[src/rtl/pipeline_pkg.sv]
`default_nettype none
// ============================================================================
//  Module   : pipeline_pkg
//  Brief    : Shared types for the 5-stage pipeline (fetch FSM, IF/ID record).
//  Revision : 1.0
// ============================================================================
package pipeline_pkg;

    typedef enum logic [1:0] {
        S_BOOT = 2'd0,
        S_RUN  = 2'd1,
        S_HALT = 2'd2
    } fetch_state_e;

    // sll $0,$0,0 -- architectural nop used for every bubble
    localparam logic [31:0] NOP_INSTR = 32'h0000_0000;

    typedef struct packed {
        logic [31:0] ins;
        logic [31:0] pc1;
        logic        valid;
    } ifid_t;

endpackage
`default_nettype wire

[src/rtl/ifid_reg.sv]
`default_nettype none
// ============================================================================
//  Module   : ifid_reg
//  Brief    : IF/ID pipeline register with load / bubble / hold controls.
//  Revision : 1.0
// ============================================================================
module ifid_reg
    import pipeline_pkg::*;
(
    input  logic        clk,
    input  logic        rst_n,
    input  logic        load_i,
    input  logic        bubble_i,
    input  logic [31:0] ins_i,
    input  logic [31:0] pc1_i,
    output ifid_t       entry_o
);

    ifid_t entry_q;

    // Bubble keeps pc1 so downstream sees a stable value; neither control holds.
    always_ff @(posedge clk or negedge rst_n) begin
        if (!rst_n) begin
            entry_q <= '0;
        end else if (load_i) begin
            entry_q.ins   <= ins_i;
            entry_q.pc1   <= pc1_i;
            entry_q.valid <= 1'b1;
        end else if (bubble_i) begin
            entry_q.ins   <= NOP_INSTR;
            entry_q.valid <= 1'b0;
        end
    end

    assign entry_o = entry_q;

endmodule
`default_nettype wire

[src/rtl/instr_fetch_stage.sv]
`default_nettype none
// ============================================================================
//  Module   : instr_fetch_stage
//  Brief    : IF stage: owns the word-indexed PC, fills IF/ID, halts out of range.
//             Optional FETCH_STATS_EN adds saturating fetch/stall counters.
//  Revision : 1.0
// ============================================================================
module instr_fetch_stage
    import pipeline_pkg::*;
#(
    parameter int          IMEM_DEPTH = 100,
    parameter logic [31:0] RESET_PC   = 32'd0
) (
    input  logic        clk,
    input  logic        rst_n,
    output logic [31:0] pc_out,
    input  logic [31:0] ins_in,
    input  logic        stall_i,
    input  logic        flush_i,
    input  logic        redirect_i,
    input  logic [31:0] redirect_pc_i,
    output logic [31:0] ifid_ins_o,
    output logic [31:0] ifid_pc1_o,
    output logic        ifid_valid_o,
    output logic        halted_o
`ifdef FETCH_STATS_EN
   ,output logic [31:0] fetch_cnt_o,
    output logic [31:0] stall_cnt_o
`endif
);

    localparam logic [31:0] DEPTH_W = 32'(IMEM_DEPTH);

    fetch_state_e state_q, state_d;
    logic [31:0]  pc_q, pc_d;
    logic [31:0]  pc_inc;
    logic         ifid_load, ifid_bubble;
    ifid_t        ifid_entry;

    assign pc_inc = pc_q + 32'd1;

    // ---------------- state register ----------------
    always_ff @(posedge clk or negedge rst_n) begin
        if (!rst_n) begin
            state_q <= S_BOOT;
            pc_q    <= RESET_PC;
        end else begin
            state_q <= state_d;
            pc_q    <= pc_d;
        end
    end

    // ---------------- next-state logic ----------------
    always_comb begin
        state_d = state_q;
        case (state_q)
            S_BOOT: state_d = (pc_q >= DEPTH_W) ? S_HALT : S_RUN;
            S_RUN: begin
                if (redirect_i)
                    state_d = (redirect_pc_i >= DEPTH_W) ? S_HALT : S_RUN;
                else if (!stall_i && (pc_inc >= DEPTH_W))
                    state_d = S_HALT;
            end
            S_HALT: begin
                if (redirect_i)
                    state_d = (redirect_pc_i >= DEPTH_W) ? S_HALT : S_RUN;
            end
            default: state_d = S_BOOT;
        endcase
    end

    // ---------------- output / datapath control ----------------
    // Redirect wins over stall so a resolved branch is never lost behind a hazard.
    always_comb begin
        pc_d        = pc_q;
        ifid_load   = 1'b0;
        ifid_bubble = 1'b0;
        case (state_q)
            S_BOOT: ifid_bubble = 1'b1;
            S_RUN, S_HALT: begin
                if (redirect_i) begin
                    pc_d        = redirect_pc_i;
                    ifid_bubble = 1'b1;
                end else if (stall_i) begin
                    ifid_bubble = 1'b0;
                end else if (state_q == S_HALT) begin
                    ifid_bubble = 1'b1;
                end else begin
                    pc_d = pc_inc;
                    if (flush_i) ifid_bubble = 1'b1;
                    else         ifid_load   = 1'b1;
                end
            end
            default: ifid_bubble = 1'b1;
        endcase
    end

    ifid_reg u_ifid_reg (
        .clk      (clk),
        .rst_n    (rst_n),
        .load_i   (ifid_load),
        .bubble_i (ifid_bubble),
        .ins_i    (ins_in),
        .pc1_i    (pc_inc),
        .entry_o  (ifid_entry)
    );

    assign pc_out       = pc_q;
    assign ifid_ins_o   = ifid_entry.ins;
    assign ifid_pc1_o   = ifid_entry.pc1;
    assign ifid_valid_o = ifid_entry.valid;
    assign halted_o     = (state_q == S_HALT);

`ifdef FETCH_STATS_EN
    logic [31:0] fetch_cnt_q, stall_cnt_q;

    always_ff @(posedge clk or negedge rst_n) begin
        if (!rst_n) begin
            fetch_cnt_q <= 32'd0;
            stall_cnt_q <= 32'd0;
        end else begin
            if (ifid_load && (fetch_cnt_q != 32'hFFFF_FFFF))
                fetch_cnt_q <= fetch_cnt_q + 32'd1;
            if (stall_i && !redirect_i && (stall_cnt_q != 32'hFFFF_FFFF))
                stall_cnt_q <= stall_cnt_q + 32'd1;
        end
    end

    assign fetch_cnt_o = fetch_cnt_q;
    assign stall_cnt_o = stall_cnt_q;
`endif

endmodule
`default_nettype wire

[config.mk]
export PLATFORM = sky130hd
export DESIGN_NAME = instr_fetch_stage
export DESIGN_NICKNAME = d
export VERILOG_FILES = /design/src/rtl/pipeline_pkg.sv /design/src/rtl/ifid_reg.sv /design/src/rtl/instr_fetch_stage.sv
export SDC_FILE = /design/constraint.sdc
export NUM_CORES = 1
export LEC_CHECK = 0
export ABC_AREA = 1
export CAP_MARGIN = 20
export CORE_MARGIN = 2
export CORE_UTILIZATION = 51
export DETAILED_ROUTE_END_ITERATION = 8
export PLACE_DENSITY = 0.87
export SETUP_SLACK_MARGIN = 0.1
export SLEW_MARGIN = 20
export SYNTH_ARGS = -nofsm -noshare
export SYNTH_HDL_FRONTEND = slang
export SYNTH_SLANG_ARGS = --single-unit
[constraint.sdc]
create_clock -name clk -period 3.1 [get_ports clk]
set_input_delay 0.62 -clock clk [delete_from_list [all_inputs] [get_ports clk]]
set_output_delay 0.62 -clock clk [all_outputs]
set_load 0.1 [all_outputs]
==> results of run 1 <==
==> layer usage <==
metal  vias to the layer above  GRT usage (%)  part of all wire (%)
met1                      2747           47.0                    41
met4                         0           15.8                   3.9
met5                         -              0                     0
met3                        57           4.84                   9.1
li1                       2653              -                     -
met2                       339           51.8                    46
==> layout make-up <==
cell class	count	area (µm²)
clock inverters	5	63.8
inverters	69	259
repair buffers	180	1540
well taps	136	170
flip-flops and latches	99	2480
fillers	854	3090
multi-input cells	493	2500
clock buffers	10	128
==> synthesized netlist by cell type (all sizes together) <==
master    n  share of area, %
nand2   168                12
xor2      2              0.33
o21a      1              0.14
nand4    14               1.6
a32o     32               6.0
nor4      3              0.35
nand3    32               3.1
buf       3              0.23
ha        6               1.4
clkbuf   27               1.9
o21ai    64               6.1
o22ai    14               1.6
nor2    108               8.2
a21boi    1              0.14
clkinv    3              0.21
a21oi    15               1.4
nand3b    1              0.14
inv      66               4.6
nor3      6              0.66
dfrtp    99                46
a31oi    18               2.1
o211ai    8               1.1
==> sequential cells by signal, summed over array words and instances (netlist names) <==
name	flops
pc_out	32
state_q	2
u_ifid_reg.entry_o	65
==> through the flow <==
stage | std cells | worst slack [ns]
5_1_grt | 992 | 0.279
3_3_place_gp | 977 | 0.710
6_report | 992 | 0.489
3_5_place_dp | 977 | 0.649
2_1_floorplan | 691 | 0.372
4_1_cts | 992 | 0.641
==> worst min-delay path by stage <==
stage	slack [ns]	endpoint
2_1_floorplan	0.32	pc_out[0]
3_3_place_gp	0.47	u_ifid_reg.entry_o[8]
3_5_place_dp	0.48	u_ifid_reg.entry_o[9]
4_1_cts	0.21	pc_out[8]
5_1_grt	0.22	pc_out[8]
6_report	0.20	pc_out[31]
==> cells in the final DEF (no fill, tap or decap) <==
master,netlist,final
nand2_1,161,161
buf_4,0,111
dfrtp_1,99,99
nor2_1,97,96
clkdlybuf4s50_1,0,67
inv_1,63,63
o21ai_0,59,59
a32o_1,32,32
nand3_1,31,31
a31oi_1,18,18
a21oi_1,15,15
nand4_1,14,14
o22ai_1,14,14
nor2_2,10,11
clkbuf_8,0,9
o211ai_1,8,8
nand2_2,7,7
ha_1,6,6
nor3_1,5,5
o21ai_1,4,4
inv_2,3,3
clkinv_1,3,3
nor4_1,3,3
xor2_1,2,2
clkinv_4,0,2
buf_12,0,2
nor3_4,0,1
nor2_4,1,1
nand3_2,1,1
o21ai_2,1,1
o21a_1,1,1
a21boi_1,1,1
nand3b_1,1,1
clkinvlp_4,0,1
inv_6,0,1
clkbuf_1,27,1
bufinv_16,0,1
==> cell families (layout without fill, tap and decap cells) <==
kind of cell,after synthesis,in the layout,synth area share [%]
flops,99,99,46.4
xor+xnor,2,2,0.328
buf+inv,99,264,6.99
fa+ha+maj,6,6,1.41
simple gates,332,332,26.2
compound gates,153,153,18.6
==> flow_summary.ini, run 1 <==
[timing]
finalMaxSlewViolations = 0
max_clock_freq_ghz = 0.383
setup_viol = 0
finalSetupTns_ns = 0
timing.hold.ws_ns = 0.198
hold_viol = 0
min_period_ns = 2.61
clock_skew_ns = 0.0139
tightest_slew_ns = 0.607
rsz0062_at_grt = false
relSlewSlack_pct = 59.5
finalCritPeriodShare_pct = 84.2

[worst_setup_path]
slowest_stage = dfrtp_1
rrSetupSlack_ns = 0.49
r2r-start = pc_out[13]
reg2reg_to = state_q[0]
cp_num_cells = 15
startpoint_type = flip-flop
critical-path-top-delay-family = simple AND/OR/NAND/NOR gates
path_class = reg2reg
cp.required_ns = 3.37
crit_path_start = pc_out[13]
worstSetupEndpointType = flip-flop
worstPathCellList = nand2_1 > nor2_1 > nand2_1 > nor2_1 > nand2_1 > nand2_1 > nand2_1 > nor2_1 > nand2_1 > nor2_1 > nand3_1 > nand2_1 > nand2_2 > nand3_1 > nand2_1
cp_num_buf_inv = 0
cp-endpoint = state_q[0]
arrival_ns = 2.88
reg2reg_depth = 15
worstPathMaxFanout = 6
path_common_cell = nand2_1
cpPeakStageDelay_ns = 0.53

[synthesis]
syn_area_um2 = 5340
ys_ff_latch = 99
avgSynthCellArea_um2 = 7.72
synth-warning-count = 0
synth.distinct_cells = 31
syn-instance-count = 691
syn_nets = 766
synth.yosys.seq_area_share_pct = 46.4

[floorplanning]
die_h_um = 106
num_rows = 37
initial_core_util_pct = 52.2
fp.dieW_um = 106
die_area_um2 = 11300
core_area_um2 = 10200
num_io_pins = 167

[job]
max_cap_violations = 0

[routing]
vias_per_cell = 5.84
drc = 0
vias = 5796
drt_iter0_drc = 409
drt-total-wl_um = 18500
routedWlPerCell_um = 18.7
ant_nets = 0
firstDrtPassIters = 5

[cells_and_area]
drive_gt1_share_pct = 17.8
fin_nets = 927
fin_area_um2 = 7140
utilization_pct = 69.8
diodes = 0
area_growth_pct = 33.7

[placed_design]
io_buffers = 166
place.detailed.hpwl_um = 14200
routabilityCongestion = 1.06
placed_area_um2 = 6950

[cts]
post_cts_buffers = 0
clk-insertion-delay-late_ns = 0.39
clk_pin_slew_ns = 0.10
h-tree-depth = 3
cts_buffers = 9
cts_root_buf = clkbuf_8
cts_hold_buf = 0
clockBufferDepth = 2
cts_tree = built
cts_num_sinks = 99
post_cts_resized = 0

[grt]
overflow = 0
grt_max_degree = 64
grt_pass1_wl_um = 29300
groute.usage.overall_pct = 33.6
grt_pass1_vias = 5546
antenna_found_initial = 0

[worst_hold_path]
hold_path_class = in2async

[run_status]
status = finished, final reports clean
Power of run 1 is not shown: default switching activity piles up to over one toggle a cycle in this logic, so the estimate is an artifact.
==> run 2: changes to the inputs <==
--- a/config.mk
+++ b/config.mk
@@ -8,9 +8,9 @@
 export ABC_AREA = 1
 export CAP_MARGIN = 20
 export CORE_MARGIN = 2
-export CORE_UTILIZATION = 51
+export CORE_UTILIZATION = 47
 export DETAILED_ROUTE_END_ITERATION = 8
-export PLACE_DENSITY = 0.87
+export PLACE_DENSITY = 0.81
 export SETUP_SLACK_MARGIN = 0.1
 export SLEW_MARGIN = 20
 export SYNTH_ARGS = -nofsm -noshare
==> constraint.sdc (replaced) <==
create_clock -name clk -period 2.6 [get_ports clk]
set_input_delay 0.52 -clock clk [delete_from_list [all_inputs] [get_ports clk]]
set_output_delay 0.52 -clock clk [all_outputs]
set_load 0.1 [all_outputs]
==> run 2 against run 1 <==
Against the previous run: via count increased by 0.86%; critical path depth increased by 1; global-route usage decreased by 2.3 points; clock skew decreased by 0.0081 ns; maximum frequency increased by 12%; worst hold slack improved by 0.016 ns; non-clock buffer count increased by 6; register-to-register slack got worse by 0.22 ns; clock-buffer cell count unchanged; highest routed layer unchanged; routed wire length increased by 3.5%.
==> flow_summary.ini, run 2 (synthesis results as in run 1) <==
[floorplanning]
die_h_um = 111
num_rows = 38
num_io_pins = 167
core_area_um2 = 11000
die_area_um2 = 12200
initial_core_util_pct = 48.6
fp.dieW_um = 111

[cts]
cts_tree = built
cts_buffers = 9
cts_num_sinks = 99
post_cts_buffers = 0
h-tree-depth = 3
clk-insertion-delay-late_ns = 0.36
clockBufferDepth = 2
clk_pin_slew_ns = 0.07
cts_root_buf = clkbuf_16

[placed_design]
place.detailed.hpwl_um = 14500
dp_cells = 987
io_buffers = 166
routabilityCongestion = 1.08
pre_cts_slack_ns = 0.202

[worst_setup_path]
slowest_stage = dfrtp_1
r2r-start = pc_out[12]
worstSetupEndpointType = flip-flop
path_common_cell = nand2_1
worstPathMaxFanout = 5
cpPeakStageDelay_ns = 0.46
cp_num_buf_inv = 0
worstPathCellList = nand2_1 > nor2_2 > nand2_1 > nor2_1 > nand2_1 > nand2_1 > nand2_1 > nor2_1 > nand2_1 > nor2_1 > nand3_1 > nand2_1 > nand2_2 > nand2_2 > nand2_1 > nand2_1
critical-path-top-delay-family = simple AND/OR/NAND/NOR gates
startpoint_type = flip-flop
path_class = reg2reg
crit_path_start = pc_out[12]
arrival_ns = 2.63
cp.required_ns = 2.90

[grt]
overflow = 0
groute.usage.overall_pct = 31.3
gr-usage-met2_pct = 48.4
grt.met3_usage_pct = 6.04
grt_pass1_vias = 5610
grt_pass1_wl_um = 30400
antenna_found_initial = 0
grt_max_degree = 59
busiest_layer = met2
gr-usage-met1_pct = 43.8

[cells_and_area]
area_growth_pct = 38.3
layout_commonest_cell = nand2_1
fin_nets = 933
n_fill_cell = 935
final_cell_mix = 161 x nand2_1, 116 x buf_4, 93 x nor2_1, 87 x dfrtp_1, 67 x clkdlybuf4s50_1
utilization_pct = 67.2
drive_gt1_share_pct = 20.5
largest_register_ffs = 65
instances_no_fill = 1003
diodes = 0

[timing]
tightest_slew_ns = 0.749
clock_skew_ns = 0.00579
rsz0062_at_grt = false
max_clock_freq_ghz = 0.429
min_period_ns = 2.33
setup_viol = 0
finalCritPeriodShare_pct = 89.6
relSlewSlack_pct = 50.1
finalSetupTns_ns = 0
finalMaxSlewViolations = 0
worst_slack_ns = 0.271
hold_viol = 0

[routing]
drt_iter0_drc = 654
ant_nets = 0
routedWlPerCell_um = 19.1
vias_per_cell = 5.83
drt-total-wl_um = 19200
firstDrtPassIters = 5
vias = 5846
drc = 0

[run_status]
status = finished, final reports clean

[worst_hold_path]
hold_path_class = in2async

[job]
max_cap_violations = 0
[run 2: layer usage]
| layer | share of wire, % | vias to the layer above |
|---|---|---|
| met5 | 0 | - |
| met4 | 2.8 | 0 |
| met3 | 9.2 | 45 |
| met2 | 46 | 354 |
| met1 | 42 | 2781 |
| li1 | - | 2666 |
[run 2: final timing paths]
kind,endpoint,slack (ns),cells past startpoint
hold reg to reg,u_ifid_reg.entry_o[1],0.49,2
setup reg to reg,state_q[1],0.27,16
hold / removal,u_ifid_reg.entry_o[9],0.21,1
min in group clk,u_ifid_reg.entry_o[1],0.49,2
setup / recovery,state_q[1],0.27,16
max in group asynchronous,pc_out[16],1.66,2
[run 2: stage by stage]
stage	hold WS, ns	area [µm²]
after CTS	0.257	7330
after global placement	0.473	7010
final	0.214	7380
after detailed placement	0.479	7010
after floorplan	0.224	5340
after global routing	0.291	7380
[run 2: cell type report]
type / count / area [µm²] / share of cell area [%]
inverter: 69 / 259 / 3.51
sequential: 99 / 2490 / 33.8
tap: 140 / 175 / 2.37
multi-input combinational: 493 / 2530 / 34.3
clock buffer: 10 / 229 / 3.10
clock inverter: 6 / 88.8 / 1.20
timing repair buffer: 186 / 1600 / 21.7
[run 2: repair_timing]
action / CTS / global route
hold buffers: 0 / 0
resized for setup: 0 / 20
endpoints found under the setup margin: 0 / 2
[run 2: worst reg2reg max path: cells and delay by family (launching register included)]
family,cells,cell delay (ns)
simple gates,16,1.83
flops,1,0.46
Power of run 2 is left out for the same reason.
